**src/rtl/tty_pkg.sv**
```systemverilog
// Shared types and constants for the serial character input port.
package tty_pkg;

  localparam int TTY_CHAR_W     = 7;
  localparam int TTY_FRAME_BITS = 8;

  typedef enum logic [2:0] {
    ST_IDLE,
    ST_START,
    ST_DATA,
    ST_STOP,
    ST_WAIT_HI
  } tty_in_state_e;

endpackage

```
**src/rtl/tty_in_fifo.sv**
```systemverilog
// First-word fall-through character FIFO with a sticky overflow flag.
module tty_in_fifo
  import tty_pkg::*;
#(
  parameter int DEPTH = 4,
  parameter int WIDTH = TTY_CHAR_W
) (
  input  logic             clk,
  input  logic             rst,
  input  logic             push,
  input  logic [WIDTH-1:0] wdata,
  input  logic             pop,
  input  logic             clr_ovf,
  output logic [WIDTH-1:0] rdata,
  output logic             valid,
  output logic             ovf
);

  localparam int AW = $clog2(DEPTH);

  logic [WIDTH-1:0] mem [DEPTH];
  logic [AW:0]      wr_ptr, rd_ptr;
  logic             empty, full, pop_ok, push_ok;

  assign empty = (wr_ptr == rd_ptr);
  assign full  = (wr_ptr[AW] != rd_ptr[AW]) && (wr_ptr[AW-1:0] == rd_ptr[AW-1:0]);

  // A pop in the same cycle frees the slot, so a push into a full FIFO still lands.
  assign pop_ok  = pop && !empty;
  assign push_ok = push && (!full || pop_ok);

  assign valid = !empty;
  assign rdata = empty ? '0 : mem[rd_ptr[AW-1:0]];

  always_ff @(posedge clk) begin
    if (push_ok) mem[wr_ptr[AW-1:0]] <= wdata;
  end

  always_ff @(posedge clk or posedge rst) begin
    if (rst) begin
      wr_ptr <= '0;
      rd_ptr <= '0;
      ovf    <= 1'b0;
    end else begin
      if (push_ok) wr_ptr <= wr_ptr + 1'b1;
      if (pop_ok)  rd_ptr <= rd_ptr + 1'b1;
      // A new overflow wins over a clear in the same cycle.
      if (push && !push_ok) ovf <= 1'b1;
      else if (clr_ovf)     ovf <= 1'b0;
    end
  end

endmodule

```
**src/rtl/tty_in.sv**
```systemverilog
// 8N1 serial receiver feeding a small character FIFO.
// Optional TTY_IN_ECHO_EN adds echo_o/echo_we_o mirroring every accepted character.
module tty_in
  import tty_pkg::*;
#(
  parameter int CLK_DIV    = 434,
  parameter int FIFO_DEPTH = 4
) (
  input  logic                  clk_i,
  input  logic                  rst_i,
  input  logic                  rx_i,
  input  logic                  rd_i,
  output logic [TTY_CHAR_W-1:0] data_o,
  output logic                  valid_o,
  output logic                  ovf_o,
  input  logic                  clr_ovf_i,
  output logic                  frame_err_o
`ifdef TTY_IN_ECHO_EN
  ,
  output logic [TTY_CHAR_W-1:0] echo_o,
  output logic                  echo_we_o
`endif
);

  localparam int CW = $clog2(CLK_DIV);
  localparam logic [CW-1:0] HALF_LD = CW'(CLK_DIV / 2 - 1);
  localparam logic [CW-1:0] FULL_LD = CW'(CLK_DIV - 1);
  localparam logic [2:0]    LAST_BIT = 3'(TTY_FRAME_BITS - 1);

  tty_in_state_e             state, state_n;
  logic [CW-1:0]             cnt, cnt_n;
  logic [2:0]                bit_idx, bit_n;
  logic [TTY_FRAME_BITS-1:0] shift, shift_n;
  logic                      rx_meta, rxs;
  logic                      push, ferr_n;

  always_ff @(posedge clk_i or posedge rst_i) begin
    if (rst_i) begin
      rx_meta <= 1'b1;
      rxs     <= 1'b1;
    end else begin
      rx_meta <= rx_i;
      rxs     <= rx_meta;
    end
  end

  always_ff @(posedge clk_i or posedge rst_i) begin
    if (rst_i) begin
      state       <= ST_IDLE;
      cnt         <= '0;
      bit_idx     <= '0;
      shift       <= '0;
      frame_err_o <= 1'b0;
    end else begin
      state       <= state_n;
      cnt         <= cnt_n;
      bit_idx     <= bit_n;
      shift       <= shift_n;
      frame_err_o <= ferr_n;
    end
  end

  always_comb begin
    state_n = state;
    cnt_n   = (cnt == '0) ? cnt : cnt - 1'b1;
    bit_n   = bit_idx;
    shift_n = shift;
    push    = 1'b0;
    ferr_n  = 1'b0;
    case (state)
      ST_IDLE: begin
        if (!rxs) begin
          state_n = ST_START;
          cnt_n   = HALF_LD;
        end
      end
      ST_START: begin
        // Mid-start-bit recheck rejects short glitches.
        if (cnt == '0) begin
          if (rxs) begin
            state_n = ST_IDLE;
          end else begin
            state_n = ST_DATA;
            cnt_n   = FULL_LD;
            bit_n   = '0;
          end
        end
      end
      ST_DATA: begin
        if (cnt == '0) begin
          shift_n = {rxs, shift[TTY_FRAME_BITS-1:1]};
          cnt_n   = FULL_LD;
          if (bit_idx == LAST_BIT) state_n = ST_STOP;
          else                     bit_n   = bit_idx + 1'b1;
        end
      end
      ST_STOP: begin
        if (cnt == '0) begin
          if (rxs) begin
            push    = 1'b1;
            state_n = ST_IDLE;
          end else begin
            ferr_n  = 1'b1;
            state_n = ST_WAIT_HI;
          end
        end
      end
      ST_WAIT_HI: begin
        // Holding here keeps a long break to a single error pulse.
        if (rxs) state_n = ST_IDLE;
      end
      default: state_n = ST_IDLE;
    endcase
  end

  tty_in_fifo #(
    .DEPTH (FIFO_DEPTH),
    .WIDTH (TTY_CHAR_W)
  ) u_fifo (
    .clk     (clk_i),
    .rst     (rst_i),
    .push    (push),
    .wdata   (shift[TTY_CHAR_W-1:0]),
    .pop     (rd_i),
    .clr_ovf (clr_ovf_i),
    .rdata   (data_o),
    .valid   (valid_o),
    .ovf     (ovf_o)
  );

`ifdef TTY_IN_ECHO_EN
  always_ff @(posedge clk_i or posedge rst_i) begin
    if (rst_i) begin
      echo_o    <= '0;
      echo_we_o <= 1'b0;
    end else begin
      echo_we_o <= push;
      if (push) echo_o <= shift[TTY_CHAR_W-1:0];
    end
  end
`endif

endmodule

```
**config.mk**
```make
export PLATFORM = sky130hd
export DESIGN_NAME = tty_in
export DESIGN_NICKNAME = d
export VERILOG_FILES = /design/src/rtl/tty_pkg.sv /design/src/rtl/tty_in_fifo.sv /design/src/rtl/tty_in.sv
export SDC_FILE = /design/constraint.sdc
export NUM_CORES = 1
export LEC_CHECK = 0
export ABC_AREA = 0
export BUFFER_PORTS_ARGS = -buffer_cell sky130_fd_sc_hd__buf_2
export CAP_MARGIN = 20
export CORE_AREA = 2 2 72 74
export DETAILED_ROUTE_END_ITERATION = 6
export DIE_AREA = 0 0 74 76
export PLACE_DENSITY = 0.76
export SETUP_SLACK_MARGIN = 0.02
export SYNTH_ARGS = -nofsm -noshare
export SYNTH_HDL_FRONTEND = slang
export SYNTH_SLANG_ARGS = --single-unit
export TNS_END_PERCENT = 20
```
**constraint.sdc**
```tcl
create_clock -name clk_i -period 4.3 [get_ports clk_i]
set_input_delay 0.86 -clock clk_i [delete_from_list [all_inputs] [get_ports clk_i]]
set_output_delay 0.86 -clock clk_i [all_outputs]
set_load 0.05 [all_outputs]
```
# Word level (Yosys, flattened, before mapping)
# Memories as Yosys holds them, arrays and structs flattened.
# Index checks and enable logic that the tools add are counted.
dict set report classes {
  addsub 4
  n_eq_ne 16
  n_mux 31
  n_reduce_logical 15
}
# cell count
set ops {}
lappend ops {{$mux 9} 5}
lappend ops {{$mux 3} 11}
lappend ops {{$pmux 9 s3} 1}
lappend ops {{$ne 2x2->1 const B} 8}
lappend ops {{$pmux 3 s5} 1}
lappend ops {{$mux 1} 10}
lappend ops {{$add 3x1->3 const B} 3}
lappend ops {{$logic_not 9->1} 1}
lappend ops {{$sub 9x1->9 const B} 1}
lappend ops {{$mux 7} 1}
lappend ops {{$eq 3x2->1 const B} 2}
lappend ops {{$eq 3x3->1 const B} 2}
lappend ops {{$pmux 3 s2} 1}
lappend ops {{$reduce_and 6->1} 1}
lappend ops {{$reduce_and 5->1} 1}
lappend ops {{$logic_and 1x1->1} 4}
lappend ops {{$reduce_bool 2->1} 2}
lappend ops {{$eq 3x1->1 const B} 1}
lappend ops {{$eq 3x3->1} 1}
lappend ops {{$logic_not 1->1} 3}
lappend ops {{$logic_not 3->1} 1}
lappend ops {{$eq 2x2->1} 1}
lappend ops {{$mux 2} 1}
lappend ops {{$reduce_and 2->1} 1}
lappend ops {{2 further kinds} 2}
dict set report totals {
  ff_bits 33
  mem_bits_rw 28
  out_inout_bits 10
  memories 1
}
# name depth word_bits read_ports rd_ports_with_merged_regs write_ports line
set mem_list {}
lappend mem_list {u_fifo.mem 4 7 1 0 1 tty_in_fifo.sv:21} ;# logic [WIDTH-1:0] mem [DEPTH];

# Logic depth before layout (Yosys ltp)
dict set report depth {
  word_depth 8
  depth_mapped 8
  mapped_depth_nobuf 8
}

# Hierarchy
# From an unflattened synthesis, not the netlist that was laid out.
dict set report hier_totals {
  hier_cells 206
  area_unflattened_um2 2991.6
}
# mod instances cells_per_inst area_each_um2 seq_area_each_um2
set by_module_without_submodules {}
lappend by_module_without_submodules {tty_in_fifo 1 86 1584.0 1016.0}
lappend by_module_without_submodules {tty_in 1 120 1407.6 653.1}

# Worst setup path after synthesis
# OpenSTA, ideal clock, no wires.
dict set report synth_timing {
  path_kind {register to output}
  start {register u_fifo.rd_ptr[1]}
  end {output data_o[0]}
  t_arrival_ps 1831
  slack_ps 1609
  stages_incl_launch_ff 5
  path_buffers 1
  path_cell_list {dfrtp_1 clkbuf_1 xnor2_1 nand3b_1 and2_1}
}
dict set report synth_via {
  elab_chain_cells 2
  elab_cells_between_ends 3
  cone_classes {eq/ne (1); mux (1); memory (1)}
}
# element line
set synth_rtl {}
lappend synth_rtl {{start, declared} tty_in_fifo.sv:22} ;# logic [AW:0] wr_ptr, rd_ptr;
lappend synth_rtl {{start signal, assigned} tty_in_fifo.sv:46} ;# if (pop_ok) rd_ptr <= rd_ptr + 1'b1;
lappend synth_rtl {{$mem_v2 4x7 or $eq 3x3->1 (tied branches)} --}
lappend synth_rtl {{$mux 7 (*)} tty_in_fifo.sv:33} ;# assign rdata = empty ? '0 : mem[rd_ptr[AW-1:0]];
lappend synth_rtl {{end, declared} tty_in.sv:13} ;# output logic [TTY_CHAR_W-1:0] data_o,
# Every way passes the cells marked *; elsewhere a longest branch is shown, timed or not.

# Worst setup path after layout
dict set report layout_timing {
  start {register u_fifo.rd_ptr[0]}
  end {output data_o[5]}
}
# The elaborated chain is that of the path after synthesis.

==> metrics.txt <==
outcome=complete, no violations; clk_skew=9.71 ps; Avg Inst Size Synth=14.0 um2; via count=1653; die area=5620 um2; placed cell count=276; # diodes=0; final number of setup-violating endpoints=0; Die Y=76 um; Buf+Inv Stages, Crit Path=1; io pins=15; number of global-route vias before repair=1649; post-route antenna net violation count=0; Post-Syn Nets=216; Die Width=74 um; Worst slew margin=31.7%; Core Box Area=4910 um2; total grt overflow=0; initial drt markers=100; Post-Syn Area=2810 um2; initial antenna violation count=0; HP Class=flop to flop; VDD IR max=0.205 mV; Synth cell types=51; Synth-to-Final Area Change=12.5%; worst-path cell chain=mux4_2 > and2_1 > buf_2; drt pass-1 iters=4; number of CTS-inserted buffers=9; clock tree from TritonCTS=yes; asr flop ratio synth=54.1%; unrepaired setup endpoints after global routing=no; Cell Count, Final, Fillers Out=292; total track usage=19.0%; Crit Path Max Fanout=10; Final Critical Period=2840 ps; Seq/Total Area, Yosys=59.4%; post-DR vias/cell=5.66; CP Data Required Time=3440 ps; ys flop type=dfrtp_1; Sink Count=61; clock buffer depth=2; post-synthesis cell count=201; postcts setup bufs=0; worst-margin pin slew=1020 ps; Total Wirelength=4.69 mm; final hold vios=0; layout cells sized above 1=28.4%; CTS root buf=clkbuf_8; WP data arrival=1980 ps; Starting Density=57.2%; Post-CTS Hold Buffers=0; PostCTS Resize Cnt=0; H-tree depth=3; first-pass GRT wire length=8.01 mm; Synth warnings=0; f_max=352 MHz; Final Cycle Share=66.1%; Row Count=26; pwr/cell area=502 nW/um2; Yosys reg bits=61; max-slew violation count=0; nature of the critical path endpoint=output port; crit-path max cell delay=720 ps; max cap viols=0; largest delay contributor family on the critical path=flip-flops; DRC Markers=0; EDFF count, synth=28; hpwl dp=3.47 mm; Buffers on Ports=14; crit start category=flop; largest net degree at the start of global routing=20; Setup CP Type=flop to output port; Setup TNS=0 ps; worst skew pair latency=320 ps; clock slew at reported path FFs=70 ps; Leak Pwr=1.31 nW; DR WL/cell=16.1 um; Final #Nets=232; Final Power=1.59 mW; slowest cell on the critical path=dfrtp_1; placer congestion estimate=0.926
-- cell usage in the layout (no fill, tap or decap), types with 3 or more instances in the layout --
cell type  synthesis  routed
dfrtp_1           31      31
and2_2             3       3
nor2_1            10      10
xor2_1             5       5
xnor2_1            6       6
clkbuf_8           0      12
o21ai_0            8       8
mux2i_1            3       3
and2_1             7       7
nand2_1            8       8
inv_1              7       7
mux4_2             7       7
or3b_2             3       3
nor3_1             5       5
ha_1              10      10
nand3_1            3       3
buf_2              3      14
edfxtp_1          28      28
mux2_2             9       9
-- path summary, 6_finish.rpt --
path                             startpoint          endpoint  slack [ps]  depth (start not counted)
hold / removal                      rx_meta               rxs         360                          0
max in group asynchronous             rst_i           rx_meta        2910                          3
setup reg to reg                     cnt[0]  u_fifo.mem[3][2]        1520                          5
hold reg to reg                     rx_meta               rxs         360                          0
setup / recovery           u_fifo.rd_ptr[0]         data_o[5]        1460                          3
min in group asynchronous             rst_i        bit_idx[0]         640                          2
-- sequential cells by signal, indices dropped and copies added (netlist names), 3 cells and up --
signal,flops
cnt,9
u_fifo.mem,28
bit_idx,3
u_fifo.wr_ptr,3
state,3
shift,8
u_fifo.rd_ptr,3
-- report_power, final --
group | switching [mW] | internal [mW]
sequential | 0.0514 | 0.622
combinational | 0.206 | 0.132
clock | 0.204 | 0.371
total | 0.461 | 1.13
-- worst reg2reg max path, stage by stage (launching register included) --
cell and delay [ps]:
dfrtp_1 400, inv_1 100, ha_1 210, nor4b_2 540
nand4_2 260, nor3_1 880
-- cell type report --
type                    count  area [um2]
clock buffers              12         165
clock inverters             4        68.8
fillers                   362        1750
inverters                   7        26.3
multi-input cells         123        1070
flip-flops and latches     61        1670
well taps                  70        87.6
repair buffers             15        77.6
-- cells by family (layout without fill, tap and decap cells) --
kind of cell,count (synthesis),in the layout,share of synthesized area (%)
XOR/XNOR,11,11,3.43
AO/OA/AOI/OAI,22,22,5.39
flip-flops,61,61,59.4
buffers and inverters,17,38,2.67
multiplexers,20,20,10.7
AND/OR/NAND/NOR,60,60,14.0
adder cells (fa/ha/maj),10,10,4.45
-- metrics by stage --
step / instance area (um2) / utilization (%) / setup slack (ps) / hold WS [ps]
after floorplan: 2810 / - / 1610 / 345
after global placement: 2930 / 59.6 / 1670 / 347
after detailed placement: 2930 / 59.6 / 1520 / 349
after CTS: 3160 / 64.4 / 1380 / 358
after global routing: 3160 / 64.4 / 1230 / 363
final: 3160 / 64.4 / 1460 / 358
-- Yosys cell counts (all sizes together), types with 2 or more instances --
cell type	instances	area, um2
a21bo	2	20.0
a31oi	2	12.5
and2	10	66.3
buf	5	30.0
clkbuf	5	18.8
dfrtp	31	776
dfstp	2	52.6
edfxtp	28	841
ha	10	125
inv	7	26.3
mux2	10	113
mux2i	3	30.0
mux4	7	158
nand2	9	36.3
nand3	3	15.0
nand4	2	18.8
nand4b	2	17.5
nor2	10	37.5
nor3	5	25.0
nor3b	3	27.5
nor4	3	40.0
nor4b	2	23.8
o21ai	8	40.0
o311ai	2	17.5
or3b	3	26.3
or4	2	15.0
xnor2	6	52.6
xor2	5	43.8
-- routing by layer --
| layer | up-vias | global-route usage, % | share of wire [%] |
|---|---|---|---|
| met3 | 11 | 4.37 | 2.9 |
| met5 | - | 0 | 0 |
| met1 | 834 | 23.4 | 42 |
| li1 | 774 | - | - |
| met2 | 34 | 31.5 | 53 |
| met4 | 0 | 8.18 | 2.1 |
Power figures use the tool's default switching activity.
